$ cat src/rtl/alu_arbiter_if.sv
`default_nettype none
// ==================================================================
// alu_arbiter_if : requester request/response and shared-ALU bus
// Rev 1.0
// ==================================================================
interface alu_arbiter_if #(
  parameter int DATA_WIDTH   = 16,
  parameter int OPCODE_WIDTH = 4
);
  logic [1:0]                req_valid;
  logic [1:0]                req_ready;
  logic [2*OPCODE_WIDTH-1:0] req_opcode;
  logic [2*DATA_WIDTH-1:0]   req_op_a;
  logic [2*DATA_WIDTH-1:0]   req_op_b;
  logic [1:0]                rsp_valid;
  logic [1:0]                rsp_ready;
  logic [DATA_WIDTH-1:0]     rsp_result;
  logic [2:0]                rsp_flags;
  logic [DATA_WIDTH-1:0]     alu_op_a;
  logic [DATA_WIDTH-1:0]     alu_op_b;
  logic [OPCODE_WIDTH-1:0]   alu_opcode;
  logic                      alu_active;
  logic [DATA_WIDTH-1:0]     alu_result;
  logic                      alu_equal;
  logic                      alu_less;
  logic                      alu_greater;

  modport slave (
    input  req_valid, req_opcode, req_op_a, req_op_b, rsp_ready,
           alu_result, alu_equal, alu_less, alu_greater,
    output req_ready, rsp_valid, rsp_result, rsp_flags,
           alu_op_a, alu_op_b, alu_opcode, alu_active
  );

  modport master (
    output req_valid, req_opcode, req_op_a, req_op_b, rsp_ready,
           alu_result, alu_equal, alu_less, alu_greater,
    input  req_ready, rsp_valid, rsp_result, rsp_flags,
           alu_op_a, alu_op_b, alu_opcode, alu_active
  );
endinterface
`default_nettype wire

$ cat src/rtl/alu_arbiter.sv
`default_nettype none
// ==================================================================
// alu_arbiter : two-requester round-robin front end for a shared ALU
// Rev 1.0
// ==================================================================
module alu_arbiter #(
  parameter int DATA_WIDTH   = 16,
  parameter int OPCODE_WIDTH = 4
) (
  input  logic         clk,
  input  logic         rst,
  alu_arbiter_if.slave bus
);
  localparam logic [OPCODE_WIDTH-1:0] OP_CMP = OPCODE_WIDTH'(4'b1000);

  typedef enum logic [1:0] {
    IDLE     = 2'd0,
    ISSUE    = 2'd1,
    CMP_WAIT = 2'd2,
    RESP     = 2'd3
  } state_t;

  state_t                  state;
  state_t                  state_nxt;
  logic                    ptr;
  logic                    grant;
  logic                    grant_sel;
  logic                    accept;
  logic                    rsp_done;
  logic [OPCODE_WIDTH-1:0] opcode;
  logic [DATA_WIDTH-1:0]   op_a;
  logic [DATA_WIDTH-1:0]   op_b;
  logic [DATA_WIDTH-1:0]   result;
  logic [2:0]              flags;

  // A lone requester always wins; the pointer only breaks ties.
  always_comb begin
    grant_sel = ptr;
    if (bus.req_valid == 2'b01) begin
      grant_sel = 1'b0;
    end else if (bus.req_valid == 2'b10) begin
      grant_sel = 1'b1;
    end
  end

  always_comb begin
    state_nxt = state;
    accept    = 1'b0;
    rsp_done  = 1'b0;
    case (state)
      IDLE: begin
        if (|bus.req_valid) begin
          accept    = 1'b1;
          state_nxt = ISSUE;
        end
      end
      ISSUE: begin
        state_nxt = (opcode == OP_CMP) ? CMP_WAIT : RESP;
      end
      CMP_WAIT: begin
        state_nxt = RESP;
      end
      RESP: begin
        if (bus.rsp_ready[grant]) begin
          rsp_done  = 1'b1;
          state_nxt = IDLE;
        end
      end
      default: begin
        state_nxt = IDLE;
      end
    endcase
  end

  always_ff @(posedge clk) begin
    if (rst) begin
      state  <= IDLE;
      ptr    <= 1'b0;
      grant  <= 1'b0;
      opcode <= '0;
      op_a   <= '0;
      op_b   <= '0;
      result <= '0;
      flags  <= 3'b000;
    end else begin
      state <= state_nxt;
      if (accept) begin
        grant  <= grant_sel;
        opcode <= grant_sel ? bus.req_opcode[2*OPCODE_WIDTH-1:OPCODE_WIDTH]
                            : bus.req_opcode[OPCODE_WIDTH-1:0];
        op_a   <= grant_sel ? bus.req_op_a[2*DATA_WIDTH-1:DATA_WIDTH]
                            : bus.req_op_a[DATA_WIDTH-1:0];
        op_b   <= grant_sel ? bus.req_op_b[2*DATA_WIDTH-1:DATA_WIDTH]
                            : bus.req_op_b[DATA_WIDTH-1:0];
      end
      if (state == ISSUE && opcode != OP_CMP) begin
        result <= bus.alu_result;
        flags  <= 3'b000;
      end
      // Compare flags are registered inside the ALU, so they arrive one cycle late.
      if (state == CMP_WAIT) begin
        result <= '0;
        flags  <= {bus.alu_greater, bus.alu_less, bus.alu_equal};
      end
      if (rsp_done) begin
        ptr <= ~grant;
      end
    end
  end

  assign bus.req_ready  = rst ? 2'b00 : {accept & grant_sel, accept & ~grant_sel};
  assign bus.rsp_valid  = (rst || state != RESP) ? 2'b00 : {grant, ~grant};
  assign bus.alu_active = ~rst && (state == ISSUE);
  assign bus.alu_op_a   = op_a;
  assign bus.alu_op_b   = op_b;
  assign bus.alu_opcode = opcode;
  assign bus.rsp_result = result;
  assign bus.rsp_flags  = flags;
endmodule
`default_nettype wire

$ cat src/flat_wrapper.sv
// flat-port wrapper written by rule: the top's interface ports become plain ports
module alu_arbiter_flat 
#(
  parameter int DATA_WIDTH   = 16,
  parameter int OPCODE_WIDTH = 4
)
  (clk, rst, bus_req_valid, bus_req_opcode, bus_req_op_a, bus_req_op_b, bus_rsp_ready, bus_alu_result, bus_alu_equal, bus_alu_less, bus_alu_greater, bus_req_ready, bus_rsp_valid, bus_rsp_result, bus_rsp_flags, bus_alu_op_a, bus_alu_op_b, bus_alu_opcode, bus_alu_active);
  alu_arbiter_if #(.DATA_WIDTH(DATA_WIDTH), .OPCODE_WIDTH(OPCODE_WIDTH)) bus_i ();
  input  logic clk;
  input  logic rst;
  input wire logic [$bits(bus_i.req_valid)-1:0] bus_req_valid;
  input wire logic [$bits(bus_i.req_opcode)-1:0] bus_req_opcode;
  input wire logic [$bits(bus_i.req_op_a)-1:0] bus_req_op_a;
  input wire logic [$bits(bus_i.req_op_b)-1:0] bus_req_op_b;
  input wire logic [$bits(bus_i.rsp_ready)-1:0] bus_rsp_ready;
  input wire logic [$bits(bus_i.alu_result)-1:0] bus_alu_result;
  input wire logic [$bits(bus_i.alu_equal)-1:0] bus_alu_equal;
  input wire logic [$bits(bus_i.alu_less)-1:0] bus_alu_less;
  input wire logic [$bits(bus_i.alu_greater)-1:0] bus_alu_greater;
  output wire logic [$bits(bus_i.req_ready)-1:0] bus_req_ready;
  output wire logic [$bits(bus_i.rsp_valid)-1:0] bus_rsp_valid;
  output wire logic [$bits(bus_i.rsp_result)-1:0] bus_rsp_result;
  output wire logic [$bits(bus_i.rsp_flags)-1:0] bus_rsp_flags;
  output wire logic [$bits(bus_i.alu_op_a)-1:0] bus_alu_op_a;
  output wire logic [$bits(bus_i.alu_op_b)-1:0] bus_alu_op_b;
  output wire logic [$bits(bus_i.alu_opcode)-1:0] bus_alu_opcode;
  output wire logic [$bits(bus_i.alu_active)-1:0] bus_alu_active;
  assign bus_i.req_valid = bus_req_valid;
  assign bus_i.req_opcode = bus_req_opcode;
  assign bus_i.req_op_a = bus_req_op_a;
  assign bus_i.req_op_b = bus_req_op_b;
  assign bus_i.rsp_ready = bus_rsp_ready;
  assign bus_i.alu_result = bus_alu_result;
  assign bus_i.alu_equal = bus_alu_equal;
  assign bus_i.alu_less = bus_alu_less;
  assign bus_i.alu_greater = bus_alu_greater;
  assign bus_req_ready = bus_i.req_ready;
  assign bus_rsp_valid = bus_i.rsp_valid;
  assign bus_rsp_result = bus_i.rsp_result;
  assign bus_rsp_flags = bus_i.rsp_flags;
  assign bus_alu_op_a = bus_i.alu_op_a;
  assign bus_alu_op_b = bus_i.alu_op_b;
  assign bus_alu_opcode = bus_i.alu_opcode;
  assign bus_alu_active = bus_i.alu_active;
  alu_arbiter #(.DATA_WIDTH(DATA_WIDTH), .OPCODE_WIDTH(OPCODE_WIDTH)) u_core (.clk(clk), .rst(rst), .bus(bus_i));
endmodule
$ cat config.mk
export PLATFORM = sky130hd
export DESIGN_NAME = alu_arbiter_flat
export DESIGN_NICKNAME = d
export VERILOG_FILES = /design/src/rtl/alu_arbiter_if.sv /design/src/rtl/alu_arbiter.sv /design/src/flat_wrapper.sv
export SDC_FILE = /design/constraint.sdc
export NUM_CORES = 1
export LEC_CHECK = 0
export ABC_CLOCK_PERIOD_IN_PS = 2200
export CORE_UTILIZATION = 30
export CTS_CLUSTER_DIAMETER = 50
export DETAILED_ROUTE_END_ITERATION = 8
export DONT_BUFFER_PORTS = 1
export RECOVER_POWER = 25
export SLEW_MARGIN = 20
export SYNTH_ARGS = -nofsm -noshare
export SYNTH_HDL_FRONTEND = slang
export SYNTH_SLANG_ARGS = --single-unit
$ cat constraint.sdc
create_clock -name clk -period 2.2 [get_ports clk]
set_input_delay 0.44 -clock clk [delete_from_list [all_inputs] [get_ports clk]]
set_output_delay 0.44 -clock clk [all_outputs]
set_load 0.1 [all_outputs]
# Word level (Yosys, flattened, before mapping)
# Cells that the tools add are included.
[op_classes]
addsub = 0
n_mul = 0
div = 0
magnitude_cmp = 1
n_eq_ne = 10
shifts = 0
mux = 19
n_bitwise = 5
reduce_logical = 8
[op_table]
columns = ["operator", "count"]
rows = [
  ["$mux W16", 2],
  ["$mux W1", 9],
  ["$mux W2", 4],
  ["$pmux W2 S4", 1],
  ["$eq A2 B2 Y1 const B", 3],
  ["$mux W3", 2],
  ["$eq A2 B1 Y1 const B", 2],
  ["$eq A4 B4 Y1 const B", 1],
  ["$mux W4", 1],
  ["$ne A2 B1 Y1 const B", 2],
  ["$ne A4 B4 Y1 const B", 1],
  ["$reduce_or A2 Y1", 2],
  ["$not A1 Y1", 3],
  ["$and A1 B1 Y1", 2],
  ["$logic_and A1 B1 Y1", 2],
  ["$logic_not A2 Y1", 1],
  ["$lt A1 B2 Y1 const B", 1],
  ["$ne A2 B2 Y1 const B", 1],
  ["$reduce_and A2 Y1", 1],
  ["$reduce_bool A2 Y1", 1],
  ["$logic_or A1 B1 Y1", 1],
]
[totals]
reg_bits = 59
latchBits = 0
ramBits = 0
rom_bits = 0
inputBits = 97
output_inout_bits = 60
memories = 0

# Longest topological paths before layout
[depth]
ltp_word = 6
mapped_depth = 7
mapped_depth_nobuf = 5

# Worst setup path after synthesis
# Ideal clock, no wire load.
[synth_path]
path_kind = "input port to output port"
from = "input rst"
to = "output bus_rsp_valid[0]"
t_arrival_ns = 3.002
required_ns = 1.760
setup_slack_ns = -1.242
stages = 3
path_buffers = 2
cell_sequence = "buf_2 clkbuf_1 nor3b_1"
[synth_via]
elab_chain_len = 2
[synth_lines]
columns = ["element", "line_no", "source"]
rows = [
  ["start: declaration", "flat_wrapper.sv:10", "input logic rst;"],
  ["$logic_or A1 B1 Y1", "alu_arbiter.sv:112", "assign bus.rsp_valid = (rst || state != RESP) ? 2'b00 : {grant, ~grant};"],
  ["$mux W2", "alu_arbiter.sv:112", ""],
  ["end: declaration", "flat_wrapper.sv:21", "output wire logic [$bits(bus_i.rsp_valid)-1:0] bus_rsp_valid;"],
]
# Every way passes these cells.

# Worst setup path in the final report
[layout_path]
from = "register u_core.state[1]"
to = "output bus_alu_active"
[layout_via]
elab_chain_len = 2
[layout_lines]
columns = ["element", "line_no", "source"]
rows = [
  ["start: declaration", "alu_arbiter.sv:23", "state_t state;"],
  ["start signal: assignment", "alu_arbiter.sv:86", "state <= state_nxt;"],
  ["$eq A2 B1 Y1", "alu_arbiter.sv:113", "assign bus.alu_active = ~rst && (state == ISSUE);"],
  ["$logic_and A1 B1 Y1", "alu_arbiter.sv:113", ""],
  ["end: declaration", "flat_wrapper.sv:27", "output wire logic [$bits(bus_i.alu_active)-1:0] bus_alu_active;"],
]
# Every way passes these cells.

==> impl_summary.txt <==
----------------------------------------------------
[Final layout]
  Signed area change from the synthesized netlist to the final layout ... 29.73%
  Fill cell total of the finished layout ... 803
  Total inserted antenna cells ... 0
  Post-layout nets ... 404
  Layout cell share with drive strength beyond 1 ... 28.90%
  Leading cell type in the layout, fill and taps excluded ... dfxtp_1
  Sequential standard cell area ... 1181 µm²
  Top library cells by usage in the layout, fill and taps aside ... dfxtp_1 (59), a221o_1 (37), buf_4 (37)
  Area taken by multi-input logic gates ... 1206 µm²
  Filler-free cell count of the finished design ... 410

[Placed design]
  Routability congestion estimate ... 0.7680
  Total half-perimeter wirelength after legalization and detailed placement ... 4.962 mm
  Cell total after placement ... 394
  Count of input and output buffers ... 0

[Pwr]
  Leakage power ... 1.293 nW
  PwrDens ... 1854 nW/µm²
  Total design power ... 5.960 mW
  Maximum resistive drop on vdd ... 0.0006380 V

[STA]
  Slew margin rel. ... 61.39%
  Max-slew violations ... 0
  Final setup violation count ... 0
  Setup repair after global routing missed its margin ... false
  Period minus WS final ... 2036 ps
  Pin slew with the least headroom to its limit ... 579.1 ps
  Max Clock Freq ... 491.2 MHz
  Final Hold Viols ... 0
  Largest clock skew in the final design ... 7.495 ps
  Final period utilization ... 92.54%
  Total Neg Setup Slack ... 0 ps

[Hold path]
  Path category of the worst min-delay check ... primary input to flop

[Clock network]
  Hold_buf cts ... 0
  Total CTS buffers ... 9
  Clock-pin slew on the worst setup and hold paths ... 60 ps
  TritonCTS clock tree ... built
  Root buffer selected by CTS ... clkbuf_8
  Clock Sink Count ... 59
  Buffers inserted by post-CTS timing repair ... 0
  Worst-skew pair later-pin latency ... 330 ps
  Max clock buf depth ... 2
  H-tree depth reported by CTS ... 3

[Floorplan]
  Area of the placeable core ... 7848 µm²
  Width of the chip ... 92.90 µm
  Floorplan die area ... 8629 µm²
  Die Y ... 92.90 µm
  Total number of placement rows ... 32
  Effective utilization at floorplan ... 31.58%
  Number of top-level pins ... 157

[Routing]
  First DRT Iteration DRCs ... 35
  Antenna viol nets, final ... 0
  Via density per instance ... 5.351
  Final routed DRC violation total ... 0
  Via count of the routed design ... 2194
  Final routed wirelength across all metal layers ... 6.806 mm
  Detail-routed net length per standard cell ... 16.60 µm
  Length of the first detailed-routing pass in iterations ... 4

[Logic synthesis]
  Dominant combinational cell family by area after synthesis ... compound AO/OA/AOI/OAI gates
  Portion of the post-synthesis area used by sequential elements ... 47.65%
  Yosys Warn Count ... 0
  Library cell occupying the most area in the post-synthesis netlist ... dfxtp_1
  Average cell area after synthesis ... 9.915 µm²
  Share of the synthesized area in the top cell type ... 47.65%
  Count of flip-flops with a built-in enable after synthesis ... 0
  Post-synthesis instance area ... 2479 µm²
  FFs w/ async S/R, synth ... 0%
  Cells after synthesis ... 250
  Cell types occupying the most area after synthesis ... dfxtp_1 (48%), a221o_1 (15%), nor3b_1 (11%)
  Proportion of synthesized area in mux cells ... 0.8077%
  Dominant synthesized flop cell ... dfxtp_1
  Distinct cells, synth ... 29
  Adder and majority gate portion of the synthesized area ... 2.019%
  Seq cells post-synth ... 59
  Synth Net Count ... 351
  Simple-Gate Fraction of Synth Area ... 19.33%
  Xor-xnor portion of the synthesized cell area ... 0%
  Compound-gate portion of the synthesized area ... 25.29%

[Run status]
  Result of the run ... finished clean

[Worst setup path]
  Reg2reg setup slack ... 530 ps
  Critical path arrival ... 1600 ps
  Type of element capturing the critical path ... primary output
  Critical path start-end classification ... flop to primary output
  Largest fanout of any net on the critical path ... 18
  Startpoint type of the worst setup path ... flop
  Required time reported for the critical path endpoint ... 1760 ps

[Global routing]
  Via count of the first global-routing pass ... 2190
  Initial antenna violation count ... 0
  Total routing resource utilization after global routing ... 15.90%
  First-pass GRT wire length ... 10.54 mm
  Pin count of the biggest net entering global routing ... 49
  Global-route congestion overflow total ... 0

[Job]
  Number of max-capacitance violations reported ... 0

----------------------------------------------------
layer usage:
metal  up-vias  GRT usage [%]  share of wire [%]
met5         -              0                  0
met4         0          6.923                1.6
met3        11          5.747                 11
met2       122          26.41                 46
met1      1000          18.25                 42
li1       1061              -                  -
synth_stat cells, drive strengths merged, types with 2 or more instances:
master and n:
nand3 16, nand2 4, nor2b 3, clkbuf 15
o21ai 19, ha 4, inv 5, nor3b 37
mux2i 2, nand2b 2, a21oi 21, or2 2
dfxtp 59, nor2 4, buf 10, a221o 37
sequential cells by signal, indices dropped and copies added (netlist names):
name	flops
u_core.bus.alu_opcode	4
u_core.bus.rsp_result	16
u_core.bus.alu_op_b	16
u_core.bus.alu_op_a	16
u_core.grant	1
u_core.ptr	1
u_core.bus.rsp_flags	3
u_core.state	2
worst paths after layout:
kind | from | cells after the start | to
worst min register to register | u_core.bus.rsp_result[13] | 2 | u_core.bus.rsp_result[13]
worst min-delay path | rst | 1 | u_core.bus.rsp_flags[2]
worst max-delay path | u_core.state[1] | 5 | bus_alu_active
worst max register to register | u_core.state[0] | 6 | u_core.bus.alu_op_a[7]
per-stage QoR:
| step | area [µm²] | utilization [%] | worst slack [ps] | hold WS (ps) |
|---|---|---|---|---|
| final | 3216 | 40.98 | 164.1 | 174.4 |
| after detailed placement | 3072 | 39.14 | 281.3 | 468.5 |
| after CTS | 3283 | 41.84 | 133.5 | 159.3 |
| after global routing | 3216 | 40.98 | 48.50 | 155.3 |
| after global placement | 3072 | 39.14 | 333.3 | 461.7 |
| after floorplan | 2499 | - | 75.37 | 482.2 |
cell type report:
| type | count | share of cell area [%] |
|---|---|---|
| flip-flops and latches | 59 | 36.73 |
| clock inverters | 5 | 2.412 |
| well taps | 102 | 3.969 |
| clock buffers | 11 | 4.086 |
| inverters | 5 | 0.5837 |
| multi-input cells | 161 | 37.51 |
| repair buffers | 67 | 14.71 |
power breakdown:
group / total (mW) / internal, mW / switching [mW]
logic: 3.43 / 0.730 / 2.70
clock network: 1.05 / 0.634 / 0.415
registers: 1.48 / 1.36 / 0.119
total: 5.96 / 2.72 / 3.24
repair_timing:
item,4_1_cts,5_1_grt
setup endpoints to repair,1,0
resized for setup,1,0
endpoints found under the hold margin,0,0
worst max-delay path, cell delays in order (launching register included):
cell	delay (ps)
dfxtp_1	340
inv_1	90
ha_2	400
inv_1	140
nor2_4	120
buf_12	180
logic make-up (layout without fill, tap and decap cells):
group                      count (synthesis)  after routing
adders and majority gates                  4              4
buffers and inverters                     30             88
DFF                                       59             59
AOI/OAI and AO/OA                         83             83
and+or+nand+nor                           72             72
muxes                                      2              2
No activity file was read; power rests on OpenSTA's default activity.
